### src/rtl/instr_fetch_decode.sv
// Program-memory reader: owns the PC, registers the ROM word and presents its
// decoded fields to execute over a valid/ready handshake.
module instr_fetch_decode #(
  parameter int                ADDR_W   = 8,
  parameter int                INSTR_W  = 35,
  parameter logic [ADDR_W-1:0] RESET_PC = '0
) (
  input  logic               clk,
  input  logic               reset,
  output logic [ADDR_W-1:0]  rom_addr,
  input  logic [INSTR_W-1:0] rom_data,
  output logic               instr_valid,
  input  logic               instr_ready,
  input  logic               redirect,
  input  logic [ADDR_W-1:0]  redirect_addr,
  output logic [3:0]         opcode,
  output logic [2:0]         func,
  output logic [1:0]         s1_type,
  output logic [7:0]         s1_val,
  output logic [1:0]         s2_type,
  output logic [7:0]         s2_val,
  output logic [7:0]         target,
  output logic [ADDR_W-1:0]  instr_pc,
  output logic               is_nop
);

  typedef struct packed {
    logic [3:0] opcode;
    logic [2:0] func;
    logic [1:0] s1_type;
    logic [7:0] s1_val;
    logic [1:0] s2_type;
    logic [7:0] s2_val;
    logic [7:0] target;
  } instr_t;

  typedef enum logic {EMPTY = 1'b0, FULL = 1'b1} state_t;

  state_t              state, state_nxt;
  logic [ADDR_W-1:0]   pc, ir_pc;
  logic [INSTR_W-1:0]  ir;
  instr_t              f;
  logic                load, take;

  always_ff @(posedge clk) begin
    if (reset) state <= EMPTY;
    else       state <= state_nxt;
  end

  always_comb begin
    state_nxt = state;
    case (state)
      EMPTY:   state_nxt = FULL;
      FULL:    if (instr_ready && redirect) state_nxt = EMPTY;
      default: state_nxt = EMPTY;
    endcase
  end

  // load: capture rom_data and advance; take: accepted redirect, drop the word on rom_data
  always_comb begin
    instr_valid = (state == FULL);
    take        = (state == FULL) && instr_ready && redirect;
    load        = (state == EMPTY) || ((state == FULL) && instr_ready && !redirect);
  end

  always_ff @(posedge clk) begin
    if (reset) begin
      pc    <= RESET_PC;
      ir    <= '0;
      ir_pc <= '0;
    end else if (take) begin
      pc    <= redirect_addr;
    end else if (load) begin
      ir    <= rom_data;
      ir_pc <= pc;
      pc    <= pc + 1'b1;
    end
  end

  // ROM address comes straight from the PC register to keep the ROM path reg-to-reg
  assign rom_addr = pc;
  assign instr_pc = ir_pc;
  assign f        = ir;
  assign opcode   = f.opcode;
  assign func     = f.func;
  assign s1_type  = f.s1_type;
  assign s1_val   = f.s1_val;
  assign s2_type  = f.s2_type;
  assign s2_val   = f.s2_val;
  assign target   = f.target;
  assign is_nop   = (ir == '0);

endmodule

### config.mk
export PLATFORM = sky130hd
export DESIGN_NAME = instr_fetch_decode
export DESIGN_NICKNAME = d
export VERILOG_FILES = /design/src/rtl/instr_fetch_decode.sv
export SDC_FILE = /design/constraint.sdc
export NUM_CORES = 1
export LEC_CHECK = 0
export ABC_AREA = 1
export BUFFER_PORTS_ARGS = -buffer_cell sky130_fd_sc_hd__buf_4
export CELL_PAD_IN_SITES_DETAIL_PLACEMENT = 0
export CELL_PAD_IN_SITES_GLOBAL_PLACEMENT = 1
export CORE_MARGIN = 3
export CORE_UTILIZATION = 33
export DETAILED_ROUTE_END_ITERATION = 16
export GPL_ROUTABILITY_DRIVEN = 0
export PLACE_DENSITY_LB_ADDON = 0.08
export SKIP_CTS_REPAIR_TIMING = 1
export SLEW_MARGIN = 10
export SYNTH_ARGS = -nofsm -noshare
export SYNTH_HDL_FRONTEND = slang
export SYNTH_SLANG_ARGS = --single-unit
### constraint.sdc
create_clock -name clk -period 2 [get_ports clk]
set_input_delay 0.2 -clock clk [delete_from_list [all_inputs] [get_ports clk]]
set_output_delay 0.2 -clock clk [all_outputs]
set_load 0.05 [all_outputs]
# Yosys cells after proc, flatten, opt, wreduce, memory -nomap -nowiden
# Cells that the tools add are included.
# word_totals
ff_bits	52
inputBits	47
# op_classes
addsub	1
reduce_logical	9
muxes	4
bitwise	2
# op_table
cell	count
zero test 35 bit	1
2-to-1 mux 8 bit	2
adder 8 x 1 -> 8 bit (second input constant)	1
logical AND 1 bit	4
inverter 1 bit	2
one-hot mux 1 bit (2 select lines)	1
AND reduction 2 bit	1
nonzero test 2 bit	1
zero test 1 bit	1
logical OR 1 bit	1
2-to-1 mux 1 bit	1

# Longest topological paths before layout
# Gate-level depths: netlist of run 1.
# logic_depth
depth_word	5
ltp_mapped	8
depth_no_buf	7

# Least setup slack after synthesis of run 1
# OpenSTA, ideal clock, no wires.
# synth_path
kind	flip-flop to output port
startpoint	reg ir[27], in the netlist f[27]
endpoint	out is_nop
slack_ns	0.070
path_stages_with_launch	5
path_buffers	0
required_time_ns	1.800
t_arrival_ns	1.730
path_cell_list	dfxtp_1 or2_2 nor3_1 nand4_1 nor2_1
# synth_via
elab_chain_cells	1
# synth_rtl
element	line	rtl
start, declared	41	logic [INSTR_W-1:0] ir;
start signal, assigned	74	ir <= rom_data;
zero test 35 bit	91	assign is_nop = (ir == '0);
end, declared	24	output logic is_nop
# Every way passes these cells.

# Final worst setup path of run 1
# Ends and elaborated chain as after synthesis.

==> results of run 1 <==
## stage by stage
| step | instance area, µm² | hold WS, ps |
|---|---|---|
| floorplan | 2120 | 269 |
| global placement | 2930 | 421 |
| detailed placement | 2930 | 427 |
| CTS | 3000 | 100 |
| global route | 3010 | 100 |
| finish | 3010 | 109 |
## area by class of cell
class / instances / area share
tap: 75 / 0.0312
sequential: 52 / 0.346
inverter: 15 / 0.0187
clock inverter: 1 / 0.00166
clock buffer: 6 / 0.0241
multi-input combinational: 215 / 0.317
timing repair buffer: 103 / 0.261
## per-layer routing
metal  vias to the layer above  share of wire
met5                         -              0
met4                         0         0.0099
met3                         5          0.084
met2                        60           0.47
met1                       953           0.44
li1                       1140              -
## where the power goes
part	switching [mW]	internal [mW]	total (mW)	leakage, nW
Sequential	0.0685	1.12	1.19	0.432
Combinational	0.476	0.241	0.717	0.951
Clock	0.331	0.239	0.570	0.0410
Total	0.875	1.60	2.47	1.42
## flip-flops by register name, indices dropped and copies added, names as in the netlist
name	count
instr_pc	8
f	35
rom_addr	8
instr_valid	1
## synth_stat cells
library cell,count
nor2_1,102
dfxtp_1,52
o21ai_0,49
nand2_1,28
inv_1,14
a21oi_1,12
nand3_1,11
clkbuf_1,7
nor3_1,4
buf_1,3
buf_4,2
clkbuf_2,2
o211ai_1,2
buf_2,1
buf_6,1
ha_1,1
inv_2,1
mux2i_1,1
nand4_1,1
nor4_1,1
o21ai_2,1
or2_2,1
xor2_1,1
## critical path, cell delays in order (launching register included)
cell     delay (ps)
dfxtp_1         330
or2_2           300
nor3_2          250
nand4_1         110
nor2_1          100
buf_4           200
## how the worst max path moves through the flow
stage	start	to	slack [ps]	cells past startpoint
final	f[27]$_SDFFE_PP0P_	is_nop	190	5
after global routing	f[27]$_SDFFE_PP0P_	is_nop	70	5
after CTS	f[27]$_SDFFE_PP0P_	is_nop	60	5
after detailed placement	f[27]$_SDFFE_PP0P_	is_nop	420	5
after global placement	f[27]$_SDFFE_PP0P_	is_nop	460	5
after floorplan	f[27]$_SDFFE_PP0P_	is_nop	70	4
## logic make-up after synthesis
group	after synthesis	synth area share
xor+xnor	1	0.00414
flops	52	0.491
simple gates	148	0.275
buf+inv	31	0.0638
compound gates	64	0.155
fa+ha+maj	1	0.00591
mux	1	0.00473
==> out/results.ini, run 1 <==
[clock_network]
numCtsBuffers=5
cts.sinks=52
cts-root-buf=clkbuf_8
cts_buffer_depth=2
tritoncts=built
clock_latency_ps=300
htreeDepth=2
cts.reportedPaths.clkPinSlew_ps=90

[worst_hold_path]
hold_end=f[2]$_SDFFE_PP0P_
hp-start=rom_data[2]
whs_path_depth=3
hold_path.class=in -> reg

[finish]
drive_gt1_frac=0.288
post-route-util=0.496
layout_common_cells=102 x nor2_1, 102 x buf_4, 52 x dfxtp_1, 49 x o21ai_0, 28 x nand2_1
fin_nets=440
fin_cells=467
multi_input_area_um2=955
fillers=637
regArea_um2=1040
diodes=0
area_growth_pct=42.1

[pwr]
leakage_nw=1.42
totalPowerFinal_mw=2.47
power_density_nw_per_um2=822
peakVddDrop_mv=0.480

[timing]
period_minus_slack_ps=1810
setup_viol=0
skew_ps=5.22
tightest_slew_ps=655
hold_violations=0
fmax_ghz=0.552
slew_violations=0
setup_tns_ps=0
max_slew_margin=0.563
rsz0062_at_grt=false
layout_setup_ws_ps=187
finalCritPeriodShare=0.906

[global_route]
grt-busiest-layer=met2
grt_pass1_vias=2010
use_met2=0.252
grt_usage=0.156
antenna_found_initial=0
grt_pass1_wl_mm=9.29
met3_usage=0.0548
grt_overflow=0
grtUsageMet1=0.191
grt_max_degree=50

[place]
dpl.hpwl_mm=4.05
place_inst=460
io_buffers=99
dp_slack_ps=424

[logic_synthesis]
netlist.area_leader.share=0.491
yosys.area.top_type=dfxtp_1
syn_inst=298
synth.avg_cell_area_um2=7.11
synth_top_cells_by_area=dfxtp_1 49%, nor2_1 18%, o21ai_0 12%, nand2_1 5.0%, a21oi_1 2.8%
synth_nets=346
synth_area_um2=2120
ys_seq_area_frac=0.491
ys_ff_latch=52
yosys.cell_types.count=23
ys_warn_count=0

[floorplan]
dieArea_um2=7420
core_area_um2=6060
start_util=0.350
die_w_um=86.1
rows=28
io_pins=100
die_h_um=86.1

[setup_path]
crit_path_end_kind=output port
reg2reg_slack_ps=670
worstSetupStartpointType=register
reg2reg_depth=6
worstPathRequired_ps=1800
crit_arrival_ps=1610
path_class=reg -> out
path_max_fanout=3
timing.rr.end=rom_addr[4]$_SDFFE_PP0P_
r2r_start=instr_valid$_SDFF_PP0_

[drt]
vias_per_cell=4.62
antenna_left=0
drc=0
vias=2158
wl_per_cell_um=12.4
first_iter_violations=78
first_pass_iters=4
drt_wl_total_mm=5.77

[job]
drv_cap=0

[outcome]
status=complete, no violations

(Power assumes the default switching activity.)
==> inputs of run 2 (changes only) <==
==> constraint.sdc (replaced) <==
create_clock -name clk -period 2 [get_ports clk]
set_input_delay 0.3 -clock clk [delete_from_list [all_inputs] [get_ports clk]]
set_output_delay 0.3 -clock clk [all_outputs]
set_load 0.05 [all_outputs]
==> out/results.ini, run 2 (synthesis results as in run 1) <==
[outcome]
status=complete, no violations

[finish]
drive_gt1_frac=0.293  ; +0.00436
fin_cells=468  ; +0.21%
largest_reg_flops=35  ; unchanged
layout_common_cells=104 x buf_4, 101 x nor2_1, 52 x dfxtp_1, 49 x o21ai_0, 28 x nand2_1
multi_input_area_um2=963  ; +0.92%
diodes=0  ; unchanged
fillers=652  ; +2.4%
area_growth_pct=42.2
fin_area_um2=3010  ; +0.12%
fin_nets=441  ; +0.23%
layout_commonest_cell=buf_4
regArea_um2=1040  ; unchanged

[setup_path]
critPathBufInv=1  ; unchanged
worstSetupStartpointType=register
worstPathRequired_ps=1700  ; -100 ps
crit_chain=or2_2 -> nor3_4 -> nand4_1 -> nor2_2 -> buf_4
path_class=reg -> out
crit_arrival_ps=1600  ; about the same
critPathMaxStageDelay_ps=330  ; about the same
crit_path_end_kind=output port
crit_slowest_cell=dfxtp_1
cp_top_family=simple AND/OR/NAND/NOR gates
path_max_fanout=3  ; unchanged

[global_route]
grt_usage=0.163  ; +0.00642
grt_pass1_wl_mm=9.65  ; +3.9%
grt_max_degree=50  ; unchanged
grt_overflow=0  ; unchanged
grt_pass1_vias=2013  ; +0.15%
antenna_found_initial=0  ; unchanged

[timing]
finalCritPeriodShare=0.948  ; +0.0415
period_minus_slack_ps=1900  ; +83.0 ps
max_slew_margin=0.575  ; +0.0123
setup_tns_ps=0  ; unchanged
tightest_slew_ps=637  ; -18.4 ps
fmax_ghz=0.527  ; -4.4%
slew_violations=0  ; unchanged
setup_viol=0  ; unchanged
hold_violations=0  ; unchanged
rsz0062_at_grt=false
skew_ps=5.39  ; +0.169 ps

[drt]
drt_wl_total_mm=5.88  ; +1.9%
first_pass_iters=4  ; unchanged
antenna_left=0  ; unchanged
first_iter_violations=74  ; -5.1%
drc=0  ; unchanged
vias_per_cell=4.68  ; +1.3%
wl_per_cell_um=12.6  ; +1.7%
vias=2191  ; +1.5%

[pwr]
power_density_nw_per_um2=821  ; -0.13%
leakage_nw=1.43  ; +0.26%
peakVddDrop_mv=0.331  ; -31%

[clock_network]
clock_latency_ps=300  ; about the same
cts-root-buf=clkbuf_8
cts_buffer_depth=2  ; unchanged
cts.sinks=52  ; unchanged
tritoncts=built
cts.reportedPaths.clkPinSlew_ps=90  ; about the same
htreeDepth=2  ; unchanged
numCtsBuffers=5  ; unchanged

[place]
dpl.hpwl_mm=4.12  ; +1.7%
place_inst=461  ; +0.22%
io_buffers=99  ; unchanged
placed_area_um2=2920  ; about the same

[floorplan]
core_area_um2=6060  ; unchanged
rows=28  ; unchanged
start_util=0.350  ; unchanged
die_h_um=86.1  ; unchanged
io_pins=100  ; unchanged
dieArea_um2=7420  ; unchanged
die_w_um=86.1  ; unchanged

[job]
drv_cap=0  ; unchanged

[worst_hold_path]
hold_path.class=in -> reg

==> run 2: per-stage QoR <==
step                 util  total power [mW]  hold WS [ps]  worst slack (ps)
floorplan               -              1.67           369               178
global placement    0.482              1.93           492               334
detailed placement  0.482              1.93           496               284
CTS                 0.495              2.51           203             -67.5
global route        0.497              2.61           209              9.22
finish              0.497              2.47           213               104
==> run 2: routing by layer <==
metal  part of all wire  global-route usage  up-vias
met5                  0                   0        -
met4              0.011              0.0475        0
met3              0.080              0.0528        7
met2               0.48               0.268       58
met1               0.43               0.203      979
li1                   -                   -     1147
==> run 2: final timing paths <==
kind                            slack, ps                     start                        to  cells after the start
worst max-delay path                  100        f[27]$_SDFFE_PP0P_                    is_nop                      5
worst min-delay path                  210              rom_data[20]        f[20]$_SDFFE_PP0P_                      3
worst min register to register        520  rom_addr[7]$_SDFFE_PP0P_  rom_addr[7]$_SDFFE_PP0P_                      2
worst max register to register        630    instr_valid$_SDFF_PP0_  rom_addr[4]$_SDFFE_PP0P_                      6
==> run 2: worst register-to-register path, stage by stage (launching register included) <==
cell,delay (ps)
dfxtp_1,420
nand3_1,280
buf_4,270
nor2_1,110
nor2_1,50
o21ai_0,60
a21oi_1,80
==> run 2: cell type report <==
cell class              instances  area share
multi-input cells             215       0.320
clock buffers                   6      0.0241
inverters                      15      0.0187
well taps                      75      0.0311
flip-flops and latches         52       0.346
clock inverters                 1     0.00166
repair buffers                104       0.259
==> run 2: report_power, final <==
| group | internal, mW | switching, mW | total, mW |
|---|---|---|---|
| clock | 0.239 | 0.329 | 0.568 |
| sequential | 1.12 | 0.0664 | 1.18 |
| combinational | 0.241 | 0.480 | 0.721 |
| total | 1.60 | 0.876 | 2.47 |
==> inputs of run 3 (changes only) <==
--- a/config.mk
+++ b/config.mk
@@ -13,7 +13,7 @@
 export CORE_UTILIZATION = 33
 export DETAILED_ROUTE_END_ITERATION = 16
 export GPL_ROUTABILITY_DRIVEN = 0
-export PLACE_DENSITY_LB_ADDON = 0.08
+export PLACE_DENSITY_LB_ADDON = 0.25
 export SKIP_CTS_REPAIR_TIMING = 1
 export SLEW_MARGIN = 10
 export SYNTH_ARGS = -nofsm -noshare
==> out/results.ini, run 3 (synthesis results as in run 1) <==
[clock_network]
cts.reportedPaths.clkPinSlew_ps=90  ; about the same
tritoncts=built
cts-root-buf=clkbuf_8
cts.sinks=52  ; unchanged
numCtsBuffers=5  ; unchanged
clock_latency_ps=300  ; about the same
htreeDepth=2  ; unchanged
cts_buffer_depth=2  ; unchanged

[drt]
first_iter_violations=124  ; +68%
first_pass_iters=4  ; unchanged
wl_per_cell_um=12.6  ; -0.16%
vias_per_cell=4.61  ; -1.6%
antenna_left=0  ; unchanged
drt_wl_total_mm=5.89  ; about the same
drc=0  ; unchanged
vias=2160  ; -1.4%

[finish]
fin_cells=469  ; +0.21%
drive_gt1_frac=0.299  ; +0.00687
fin_area_um2=3040  ; +0.87%
fillers=611  ; -6.3%
diodes=0  ; unchanged
layout_common_cells=103 x buf_4, 99 x nor2_1, 52 x dfxtp_1, 49 x o21ai_0, 28 x nand2_1
area_growth_pct=43.5
post-route-util=0.501  ; +0.00434
largest_reg_flops=35  ; unchanged
fin_nets=441  ; unchanged
layout_commonest_cell=buf_4

[place]
place_inst=461  ; unchanged
io_buffers=99  ; unchanged
dpl.hpwl_mm=4.10  ; -0.61%
placed_area_um2=2920  ; unchanged

[global_route]
antenna_found_initial=0  ; unchanged
grt_pass1_vias=1954  ; -2.9%
grt_max_degree=50  ; unchanged
grt_overflow=0  ; unchanged
grt_usage=0.154  ; -0.00881
grt_pass1_wl_mm=9.25  ; -4.2%

[setup_path]
worstSetupStartpointType=register
path_class=reg -> out
worstPathRequired_ps=1700  ; about the same
crit_path_end_kind=output port
crit_slowest_cell=dfxtp_1
critPathBufInv=1  ; unchanged
crit_arrival_ps=1560  ; -40 ps
path_max_fanout=3  ; unchanged
critPathMaxStageDelay_ps=330  ; about the same
cp_top_family=simple AND/OR/NAND/NOR gates
crit_chain=or2_2 -> nor3_4 -> nand4_1 -> nor2_2 -> buf_6

[timing]
slew_violations=0  ; unchanged
max_slew_margin=0.554  ; -0.0211
fmax_ghz=0.536  ; +1.7%
skew_ps=7.95  ; +2.56 ps
period_minus_slack_ps=1860  ; -31.9 ps
finalCritPeriodShare=0.932  ; -0.0160
rsz0062_at_grt=false
hold_violations=0  ; unchanged
setup_viol=0  ; unchanged
tightest_slew_ps=668  ; +31.6 ps
setup_tns_ps=0  ; unchanged

[floorplan]
start_util=0.350  ; unchanged
die_w_um=86.1  ; unchanged
rows=28  ; unchanged
dieArea_um2=7420  ; unchanged
core_area_um2=6060  ; unchanged
die_h_um=86.1  ; unchanged
io_pins=100  ; unchanged

[pwr]
power_density_nw_per_um2=832  ; +1.3%
leakage_nw=1.44  ; +0.57%
totalPowerFinal_mw=2.53  ; +2.1%
peakVddDrop_mv=0.427  ; +29%

[worst_hold_path]
hold_path.class=in -> reg

[job]
drv_cap=0  ; unchanged

[outcome]
status=complete, no violations

==> run 3: through the flow <==
| step | hold WS, ps | setup WS, ps |
|---|---|---|
| global route | 204 | 12.5 |
| CTS | 202 | -6.58 |
| finish | 209 | 136 |
| detailed placement | 498 | 338 |
| global placement | 496 | 384 |
| floorplan | 369 | 178 |
==> run 3: final timing paths <==
path	from	to	slack [ps]	depth (start not counted)
setup / recovery	f[27]$_SDFFE_PP0P_	is_nop	140	5
hold / removal	reset	rom_addr[4]$_SDFFE_PP0P_	210	2
setup reg to reg	instr_valid$_SDFF_PP0_	f[5]$_SDFFE_PP0P_	700	4
hold reg to reg	rom_addr[7]$_SDFFE_PP0P_	rom_addr[7]$_SDFFE_PP0P_	510	2
==> run 3: cell type report <==
class                      instances  area [µm²]  share of cell area
tap                               75        93.8              0.0309
multi-input combinational        215         973               0.320
sequential                        52        1040               0.343
timing repair buffer             104         785               0.258
clock buffer                       8        90.1              0.0296
inverter                          15        56.3              0.0185
==> run 3: routing by layer <==
layer,part of all wire,global-route usage
met3,0.078,0.0480
met1,0.49,0.218
met4,0.011,0.0475
met5,0,0
met2,0.42,0.223
==> run 3: where the power goes <==
group	internal [mW]	switching [mW]
clock network	0.283	0.331
registers	1.12	0.0681
logic	0.242	0.483
total	1.64	0.883
